[src/rtl/vending_machine_param_if.sv]
// Purpose: handshake and status bundle between a vending machine and its environment.
// Ports: coin/cancel/chg_rdy flow into the machine; sell, change/chg_vld, coin_rdy,
//        empty, credit and stock flow out. slave = machine side, master = environment side.
interface vending_machine_param_if;
  logic [1:0] coin;
  logic       cancel;
  logic       chg_rdy;
  logic       sell;
  logic [1:0] change;
  logic       chg_vld;
  logic       coin_rdy;
  logic       empty;
  logic [4:0] credit;
  logic [7:0] stock;

  modport slave (
    input  coin, cancel, chg_rdy,
    output sell, change, chg_vld, coin_rdy, empty, credit, stock
  );

  modport master (
    output coin, cancel, chg_rdy,
    input  sell, change, chg_vld, coin_rdy, empty, credit, stock
  );
endinterface

[src/rtl/vending_machine_param.sv]
// Purpose: single-item vending machine. It collects coins, vends one item when the
//          credit reaches PRICE, and returns change as coin beats on a valid/ready tray.
// Latency: sell pulses the cycle after the completing coin. The first change beat
//          follows the sell cycle, or the cycle after a sampled cancel.
// Backpressure: change/chg_vld hold while chg_rdy=0. Coins are refused (coin_rdy=0)
//          outside IDLE/COLLECT and once stock is exhausted.
// Ports: clk, rstn (async active-low), bus (vending_machine_param_if.slave).
module vending_machine_param #(
  parameter int PRICE      = 4,  // 1..15, in 0.5-units
  parameter int STOCK_INIT = 8   // 0..255
) (
  input  logic                           clk,
  input  logic                           rstn,
  vending_machine_param_if.slave         bus
);

  typedef enum logic [1:0] {
    IDLE    = 2'd0,
    COLLECT = 2'd1,
    VEND    = 2'd2,
    REFUND  = 2'd3
  } state_t;

  localparam logic [4:0] PRICE_U    = 5'(PRICE);
  localparam logic [7:0] STOCK_INIT_U = 8'(STOCK_INIT);

  state_t     state, nxt_state;
  logic [4:0] credit, nxt_credit;
  logic [7:0] stock, nxt_stock;

  logic       accept;
  logic [4:0] coin_val;
  logic [4:0] sum;
  logic [1:0] chg_code;
  logic [4:0] chg_val;

  // Change is paid greedily, largest coin first. The code depends only on the
  // credit register, so it stays stable while the tray stalls.
  always_comb begin
    chg_code = 2'b01;
    chg_val  = 5'd1;
    if (credit >= 5'd4) begin
      chg_code = 2'b11;
      chg_val  = 5'd4;
    end else if (credit >= 5'd2) begin
      chg_code = 2'b10;
      chg_val  = 5'd2;
    end
  end

  always_comb begin
    coin_val = 5'd0;
    case (bus.coin)
      2'b01:   coin_val = 5'd1;
      2'b10:   coin_val = 5'd2;
      2'b11:   coin_val = 5'd4;
      default: coin_val = 5'd0;
    endcase
  end

  assign accept = ((state == IDLE) || (state == COLLECT)) && (stock != 8'd0);
  // Credit stays below PRICE while collecting, so the sum is at most 18.
  assign sum    = credit + coin_val;

  // State register
  always_ff @(posedge clk or negedge rstn) begin
    if (!rstn) begin
      state  <= IDLE;
      credit <= 5'd0;
      stock  <= STOCK_INIT_U;
    end else begin
      state  <= nxt_state;
      credit <= nxt_credit;
      stock  <= nxt_stock;
    end
  end

  // Next-state logic
  always_comb begin
    nxt_state  = state;
    nxt_credit = credit;
    nxt_stock  = stock;
    case (state)
      IDLE, COLLECT: begin
        if (accept) begin
          if (bus.coin != 2'b00) begin
            // The coin counts before cancel, so a completing coin wins over a refund.
            if (sum >= PRICE_U) begin
              nxt_state  = VEND;
              nxt_credit = sum - PRICE_U;
              nxt_stock  = stock - 8'd1;
            end else if (bus.cancel) begin
              nxt_state  = REFUND;
              nxt_credit = sum;
            end else begin
              nxt_state  = COLLECT;
              nxt_credit = sum;
            end
          end else if (bus.cancel && (state == COLLECT)) begin
            nxt_state = REFUND;
          end
        end
      end
      VEND: begin
        nxt_state = (credit != 5'd0) ? REFUND : IDLE;
      end
      REFUND: begin
        if (bus.chg_rdy) begin
          nxt_credit = credit - chg_val;
          if (credit == chg_val) begin
            nxt_state = IDLE;
          end
        end
      end
      default: nxt_state = IDLE;
    endcase
  end

  // Output logic
  always_comb begin
    bus.sell     = (state == VEND);
    bus.chg_vld  = (state == REFUND);
    bus.change   = (state == REFUND) ? chg_code : 2'b00;
    bus.coin_rdy = accept;
    bus.empty    = (stock == 8'd0);
    bus.credit   = credit;
    bus.stock    = stock;
  end

endmodule

[src/flat_wrapper.sv]
// flat-port wrapper written by rule: the top's interface ports become plain ports
module vending_machine_param_flat 
#(
  parameter int PRICE      = 4,                        
  parameter int STOCK_INIT = 8            
)
  (clk, rstn, bus_coin, bus_cancel, bus_chg_rdy, bus_sell, bus_change, bus_chg_vld, bus_coin_rdy, bus_empty, bus_credit, bus_stock);
  vending_machine_param_if bus_i ();
  input  logic clk;
  input  logic rstn;
  input wire logic [$bits(bus_i.coin)-1:0] bus_coin;
  input wire logic [$bits(bus_i.cancel)-1:0] bus_cancel;
  input wire logic [$bits(bus_i.chg_rdy)-1:0] bus_chg_rdy;
  output wire logic [$bits(bus_i.sell)-1:0] bus_sell;
  output wire logic [$bits(bus_i.change)-1:0] bus_change;
  output wire logic [$bits(bus_i.chg_vld)-1:0] bus_chg_vld;
  output wire logic [$bits(bus_i.coin_rdy)-1:0] bus_coin_rdy;
  output wire logic [$bits(bus_i.empty)-1:0] bus_empty;
  output wire logic [$bits(bus_i.credit)-1:0] bus_credit;
  output wire logic [$bits(bus_i.stock)-1:0] bus_stock;
  assign bus_i.coin = bus_coin;
  assign bus_i.cancel = bus_cancel;
  assign bus_i.chg_rdy = bus_chg_rdy;
  assign bus_sell = bus_i.sell;
  assign bus_change = bus_i.change;
  assign bus_chg_vld = bus_i.chg_vld;
  assign bus_coin_rdy = bus_i.coin_rdy;
  assign bus_empty = bus_i.empty;
  assign bus_credit = bus_i.credit;
  assign bus_stock = bus_i.stock;
  vending_machine_param #(.PRICE(PRICE), .STOCK_INIT(STOCK_INIT)) u_core (.clk(clk), .rstn(rstn), .bus(bus_i));
endmodule
[config.mk]
export PLATFORM = sky130hd
export DESIGN_NAME = vending_machine_param_flat
export DESIGN_NICKNAME = d
export VERILOG_FILES = /design/src/rtl/vending_machine_param_if.sv /design/src/rtl/vending_machine_param.sv /design/src/flat_wrapper.sv
export SDC_FILE = /design/constraint.sdc
export NUM_CORES = 1
export LEC_CHECK = 0
export BUFFER_PORTS_ARGS = -buffer_cell sky130_fd_sc_hd__buf_2
export CAP_MARGIN = 25
export CORE_MARGIN = 2
export CORE_UTILIZATION = 50
export DETAILED_ROUTE_END_ITERATION = 8
export PLACE_DENSITY = 0.74
export SLEW_MARGIN = 20
export SYNTH_ARGS = -nofsm -noshare
export SYNTH_HDL_FRONTEND = slang
export SYNTH_SLANG_ARGS = --single-unit
export TNS_END_PERCENT = 20
[constraint.sdc]
create_clock -name clk -period 3.3 [get_ports clk]
set_input_delay 0.33 -clock clk [delete_from_list [all_inputs] [get_ports clk]]
set_output_delay 0.33 -clock clk [all_outputs]
set_load 0.02 [all_outputs]
==> metrics.cfg, run 1 <==
[outcome]
status=completed

[placed_design]
place.gp.congestion=0.8439
numPortBuffers=24
placed_cells=187
place_hpwl_um=1992

[worst_setup_path]
path_cells=inv_1, fa_1, xnor2_1, ha_1, nand2_1, o221a_2, a21oi_1, mux2i_1
slowest_delay_ns=0.54
cp.required_ns=3.50
cpMaxStageDelayCell=dfrtp_1
start_kind=flip-flop
critPathCaptureType=flip-flop
critPathKind=reg2reg
crit_fanout=11
arrival_ns=2.95

[sta]
period_minus_slack_ns=2.748
fin_skew_ns=0.009155
rsz0062_at_grt=false
fmax_mhz=364.0
setup_viol_count_final=0
drv_slew=0
tightestPinTransition_ns=0.7495
fin_crit_sh_pct=83.26
relSlewSlack_pct=49.70
finalSetupTns_ns=0
hold_violations=0

[floorplan]
initial_utilization_pct=54.22
chipWidth_um=53.45
ios=25
std_cell_rows=17
die_area_um2=2856
die_height_um=53.45
core_um2=2255

[route]
remaining_drc_errors=0
via_count=1100
wl_um=2603
wire_per_inst_um=13.56
viasPerCell=5.729
final_antenna_net_count=0
first_pass_iters=4
drtIter0Drc=22

[grt]
overflow=0
first_global_vias=1010
grt_pass1_wl_um=4319
grt_max_degree=16
antenna_found_initial=0
grtUsageTotal_pct=20.69

[pwr]
power_frac_comb_pct=65.9
swShare_pct=52.34
total_power_uw=1556
ir_drop_mv=0.5812
leakagePower_uw=0.0006512
p_seq_share_pct=27.3
intPower_uw=741.8
p_switching_uw=814.6
p_clk_share_pct=6.9
p_per_area_nw_per_um2=1114

[clock_network]
cts_tree=built
root_buffer=clkbuf_4
cts_sinks=15
cts_buffers=3
clock_latency_ns=0.28
cts_resized=0
htree_levels=1
clk_pin_slew_ns=0.10
cts_setup_buffers=0
hold_buffers=1
clk_path_buf_depth=2

[finish]
final_cells=192
fillers=220
drive_gt1_share_pct=23.78
nets=183
seqCellArea_um2=376.6
antenna_cells=0
syn2layout_area_growth_pct=14.33
multi_input_area_um2=780.7
fin_util_pct=61.99

[yosys]
yosysSeqAreaShare_pct=30.81
synthCells=138
syn-num-nets=156
synth_area_um2=1222
ys.flop_type=dfrtp_1
synth_seq_cells=15
async_flop_share_pct=100.0
avgSynthCellArea_um2=8.858
ys_warn_count=0
synth_edf_count=0
synth_cell_types=47

[job]
drv_cap=0

[min_path]
hp-class=in2reg

==> metrics by stage <==
stage	worst slack (ns)	hold WS, ns	cell area, um2
after floorplan	0.7826	0.03441	1222
after global placement	0.5212	0.2612	1361
after detailed placement	0.5093	0.2675	1361
after CTS	0.5881	0.3793	1398
after global routing	0.3951	0.3984	1398
final	0.5524	0.3867	1398
==> worst max-delay path, delay by kind of cell, from the launching register on <==
family                     cells  cell delay, ns
AOI/OAI and AO/OA              2            0.74
xor gates and xnor gates       1            0.31
adders and majority gates      2            0.67
buffers and inverters          1            0.12
DFF                            1            0.54
muxes                          1            0.23
and+or+nand+nor                1            0.05
==> routing by layer <==
layer  global-route usage (%)  vias up  wire, um
met3                    4.237        4        97
met4                    5.556        0        34
met1                    25.57      527      1125
met2                    36.01       22      1346
li1                         -      547         -
met5                        0        -         0
==> Yosys cell counts (3+ instances only) <==
library cell	n	area share, %
a211oi_1	3	1.8
a21o_1	3	1.8
a21oi_1	8	3.3
dfrtp_1	14	29
ha_1	10	10
inv_1	10	3.1
nand2_1	14	4.3
nand3_1	6	2.5
nor2_1	7	2.1
nor2b_1	5	2.6
o21ai_0	7	2.9
xnor2_1	6	4.3
xor2_1	4	2.9
==> flip-flops by register name, summed over array words and instances (netlist names) <==
signal,cells
u_core.bus.stock,8
u_core.bus.credit,5
u_core.state,2
==> power groups by stage <==
| stage | Clock (uW) | Sequential [uW] | Combinational (uW) |
|---|---|---|---|
| 3_5_place_dp | 0 | 427 | 1020 |
| 3_3_place_gp | 0 | 423 | 1000 |
| 6_report | 107 | 425 | 1030 |
| 2_1_floorplan | 0 | 478 | 714 |
| 4_1_cts | 109 | 423 | 1030 |
| 5_1_grt | 119 | 441 | 1150 |
==> cells by family (layout without fill, tap and decap cells) <==
family	count (synthesis)	after routing	share of synthesized area, %
adder cells (fa/ha/maj)	12	12	13.51
buffers and inverters	15	41	5.322
AO/OA/AOI/OAI	37	37	21.60
AND/OR/NAND/NOR	47	47	19.86
multiplexers	2	2	1.740
XOR/XNOR	10	10	7.164
flip-flops	15	15	30.81
==> layout make-up <==
type	count	share of cell area (%)
Timing Repair Buffer	26	9.848
Tap cell	28	2.507
Multi-Input combinational cell	108	55.86
Sequential cell	15	26.95
Clock buffer	4	1.880
Inverter	11	2.954
==> worst paths after layout <==
path | endpoint | slack [ns] | startpoint | cells after the start
worst max-delay path | u_core.bus.stock[1]$_DFFE_PN0P_ | 0.55 | u_core.bus.credit[1]$_DFFE_PN0P_ | 8
min in group asynchronous | u_core.bus.credit[1]$_DFFE_PN0P_ | 0.48 | rstn | 2
worst min register to register | u_core.bus.stock[6]$_DFFE_PN0P_ | 0.49 | u_core.bus.stock[6]$_DFFE_PN0P_ | 1
worst min-delay path | u_core.state[1]$_DFFE_PN0P_ | 0.39 | bus_cancel | 4
max in group asynchronous | u_core.bus.stock[3]$_DFFE_PN1P_ | 2.51 | rstn | 2
worst max register to register | u_core.bus.stock[1]$_DFFE_PN0P_ | 0.55 | u_core.bus.credit[1]$_DFFE_PN0P_ | 8
==> placed cells by master (no fill, tap or decap), drive strengths merged, types with 5 or more instances in the layout <==
cell | Yosys | final
nand3 | 6 | 6
inv | 11 | 11
nor2b | 5 | 5
o21ai | 7 | 7
buf | 2 | 25
nand2 | 14 | 14
nor2 | 7 | 7
a21oi | 9 | 9
dfrtp | 14 | 14
ha | 10 | 10
xnor2 | 6 | 6
No activity file was read; power rests on OpenSTA's default activity.
==> inputs of run 2 (changes only) <==
Settings changed: CORE_UTILIZATION 50 to 49, PLACE_DENSITY 0.74 to 0.75.
Clock period 3.3 ns to 2.5 ns, I/O delays scaled along.
==> run 2 against run 1 <==
Sequential power increased by 31%. Highest routed layer unchanged. Routed wire length is 14% higher. Worst setup slack got worse by 0.49 ns. Non-clock buffer count rose by 10. Final cell count is 6.3% higher. Global-route usage grew 1.3 points.
==> metrics.cfg, run 2 (synthesized netlist as in run 1, its figures left out) <==
[grt]
overflow=0  ; unchanged
grt_pass1_wl_um=4595  ; was 4319 um
grt_max_degree=16  ; unchanged
first_global_vias=1091  ; was 1010
antenna_found_initial=0  ; unchanged
grtUsageTotal_pct=22.03  ; was 20.69%

[pwr]
p_seq_share_pct=24.2  ; was 27.3%
ir_drop_mv=0.9937  ; was 0.5812 mV
intPower_uw=1122  ; was 741.8 uW
total_power_uw=2291  ; was 1556 uW
p_clk_share_pct=6.2  ; was 6.9%
p_per_area_nw_per_um2=1508  ; was 1114 nW/um2
p_switching_uw=1169  ; was 814.6 uW
power_frac_comb_pct=69.6  ; was 65.9%
swShare_pct=51.03  ; was 52.34%
leakagePower_uw=0.0007044  ; was 0.0006512 uW

[floorplan]
ios=25  ; unchanged
std_cell_rows=18  ; was 17
die_height_um=53.95  ; was 53.45 um
die_area_um2=2910  ; was 2856 um2
initial_utilization_pct=50.73  ; was 54.22%
core_um2=2410  ; was 2255 um2
chipWidth_um=53.95  ; was 53.45 um

[finish]
largest_register_ff_count=8  ; unchanged
syn2layout_area_growth_pct=24.26  ; was 14.33%
fin_util_pct=63.03  ; was 61.99%
largestRegisters=u_core.bus.stock: 8 flops, u_core.bus.credit: 5 flops, u_core.state: 2 flops  ; unchanged
nets=193  ; was 183
drive_gt1_share_pct=32.18  ; was 23.78%
antenna_cells=0  ; unchanged
layout_commonest_cell=buf_2  ; unchanged
top_register=u_core.bus.stock  ; unchanged
final_cell_mix=24 x buf_2, 14 x nand2_1, 12 x dfrtp_1  ; was 24 x buf_2, 14 x nand2_1, 14 x dfrtp_1
design_area_um2=1519  ; was 1398 um2

[route]
final_antenna_net_count=0  ; unchanged
via_count=1184  ; was 1100
remaining_drc_errors=0  ; unchanged
wire_per_inst_um=14.57  ; was 13.56 um
viasPerCell=5.804  ; was 5.729
drtIter0Drc=29  ; was 22
first_pass_iters=4  ; unchanged
wl_um=2972  ; was 2603 um

[placed_design]
place_hpwl_um=2273  ; was 1992 um
dpl-instance-area_um2=1440  ; was 1361 um2
place.gp.congestion=0.8385  ; was 0.8439
numPortBuffers=24  ; unchanged
pre_cts_slack_ns=-0.04500  ; was 0.5093 ns

[sta]
tightestPinTransition_ns=0.4280  ; was 0.7495 ns
fmax_mhz=410.9  ; was 364.0 MHz
fin_crit_sh_pct=97.35  ; was 83.26%
worst_slack_ns=0.06636  ; was 0.5524 ns
hold_violations=0  ; unchanged
fin_skew_ns=0.001197  ; was 0.009155 ns
drv_slew=0  ; unchanged
setup_viol_count_final=0  ; unchanged
relSlewSlack_pct=71.31  ; was 49.70%
period_minus_slack_ns=2.434  ; was 2.748 ns
timing.hold.ws_ns=0.2983  ; was 0.3867 ns

[clock_network]
cts_sinks=15  ; unchanged
cts_setup_buffers=0  ; unchanged
root_buffer=clkbuf_4  ; unchanged
clk_pin_slew_ns=0.09  ; was 0.10 ns
clk_path_buf_depth=2  ; unchanged
clock_latency_ns=0.28  ; about the same
cts_buffers=3  ; unchanged
htree_levels=1  ; unchanged
cts_tree=built  ; unchanged

[job]
drv_cap=0  ; unchanged

[worst_setup_path]
rr_worst_depth=10  ; was 8
cpMaxStageDelayCell=dfrtp_2  ; was dfrtp_1
cp.depth=10  ; was 8
slowest_delay_ns=0.49  ; was 0.54 ns
critPathCaptureType=flip-flop  ; unchanged
crit_fanout=6  ; was 11
critPathKind=reg2reg  ; unchanged
cp.required_ns=2.68  ; was 3.50 ns
path_cells=ha_4, nand3_1, and3_1, or2_2, ha_1, nand2_1, o221a_2, buf_4, a211oi_1, o22a_1  ; was inv_1, fa_1, xnor2_1, ha_1, nand2_1, o221a_2, a21oi_1, mux2i_1
arrival_ns=2.61  ; was 2.95 ns
cp_num_buf_inv=1  ; unchanged
cp_top_family=simple AND/OR/NAND/NOR gates  ; was compound AO/OA/AOI/OAI gates
start_kind=flip-flop  ; unchanged

[min_path]
worstHoldPathCells=4  ; unchanged
hp-class=in2reg  ; unchanged

[outcome]
status=completed  ; unchanged

[run 2: repair_timing]
| item | CTS | global route |
|---|---|---|
| endpoints found under the setup margin | 1 | 11 |
| endpoints found under the hold margin | 14 | 0 |
| hold buffers | 1 | 0 |
| pin swaps | 0 | 1 |
| gates resized for setup | 1 | 6 |
[run 2: power by group through the flow]
stage	clock network (uW)	registers, uW	logic, uW
floorplan	0	633	942
global placement	0	526	1500
detailed placement	0	535	1530
CTS	146	537	1540
global route	155	576	1740
finish	141	555	1590
[run 2: final cells by class]
class / count / area [um2]
fillers: 217 / 890.9
multi-input cells: 108 / 822.0
flip-flops and latches: 15 / 379.1
repair buffers: 36 / 212.7
inverters: 11 / 41.29
well taps: 30 / 37.54
clock buffers: 4 / 26.28
[run 2: worst reg2reg max path, delay by kind of cell, from the launching register on]
| family | cells | cell delay (ns) |
|---|---|---|
| compound gates | 3 | 0.51 |
| buf+inv | 1 | 0.16 |
| simple gates | 4 | 0.64 |
| flops | 1 | 0.49 |
| fa+ha+maj | 2 | 0.52 |
[run 2: per-stage QoR]
step                      setup TNS, ns  instances
final                                 0        204
after global routing          -0.005241        204
after CTS                             0        204
after detailed placement        -0.1587        199
after global placement                0        199
after floorplan                       0        138
[run 2: layer usage]
layer | track usage, % | share of wire, % | vias up | wire [um]
met3 | 1.944 | 3.9 | 8 | 117
met1 | 26.70 | 44 | 571 | 1309
met5 | 0 | 0 | - | 0
li1 | - | - | 567 | -
met2 | 38.21 | 50 | 38 | 1492
met4 | 11.97 | 1.7 | 0 | 52
[run 2: worst paths after layout]
path,startpoint,to,slack (ns)
max,u_core.bus.credit[2]$_DFFE_PN0P_,u_core.bus.credit[2]$_DFFE_PN0P_,0.07
min reg2reg,u_core.bus.stock[6]$_DFFE_PN0P_,u_core.bus.stock[6]$_DFFE_PN0P_,0.50
min,bus_cancel,u_core.state[1]$_DFFE_PN0P_,0.30
max reg2reg,u_core.bus.credit[2]$_DFFE_PN0P_,u_core.bus.credit[2]$_DFFE_PN0P_,0.07
max in group asynchronous,rstn,u_core.bus.stock[3]$_DFFE_PN1P_,1.79
min in group asynchronous,rstn,u_core.state[1]$_DFFE_PN0P_,0.40
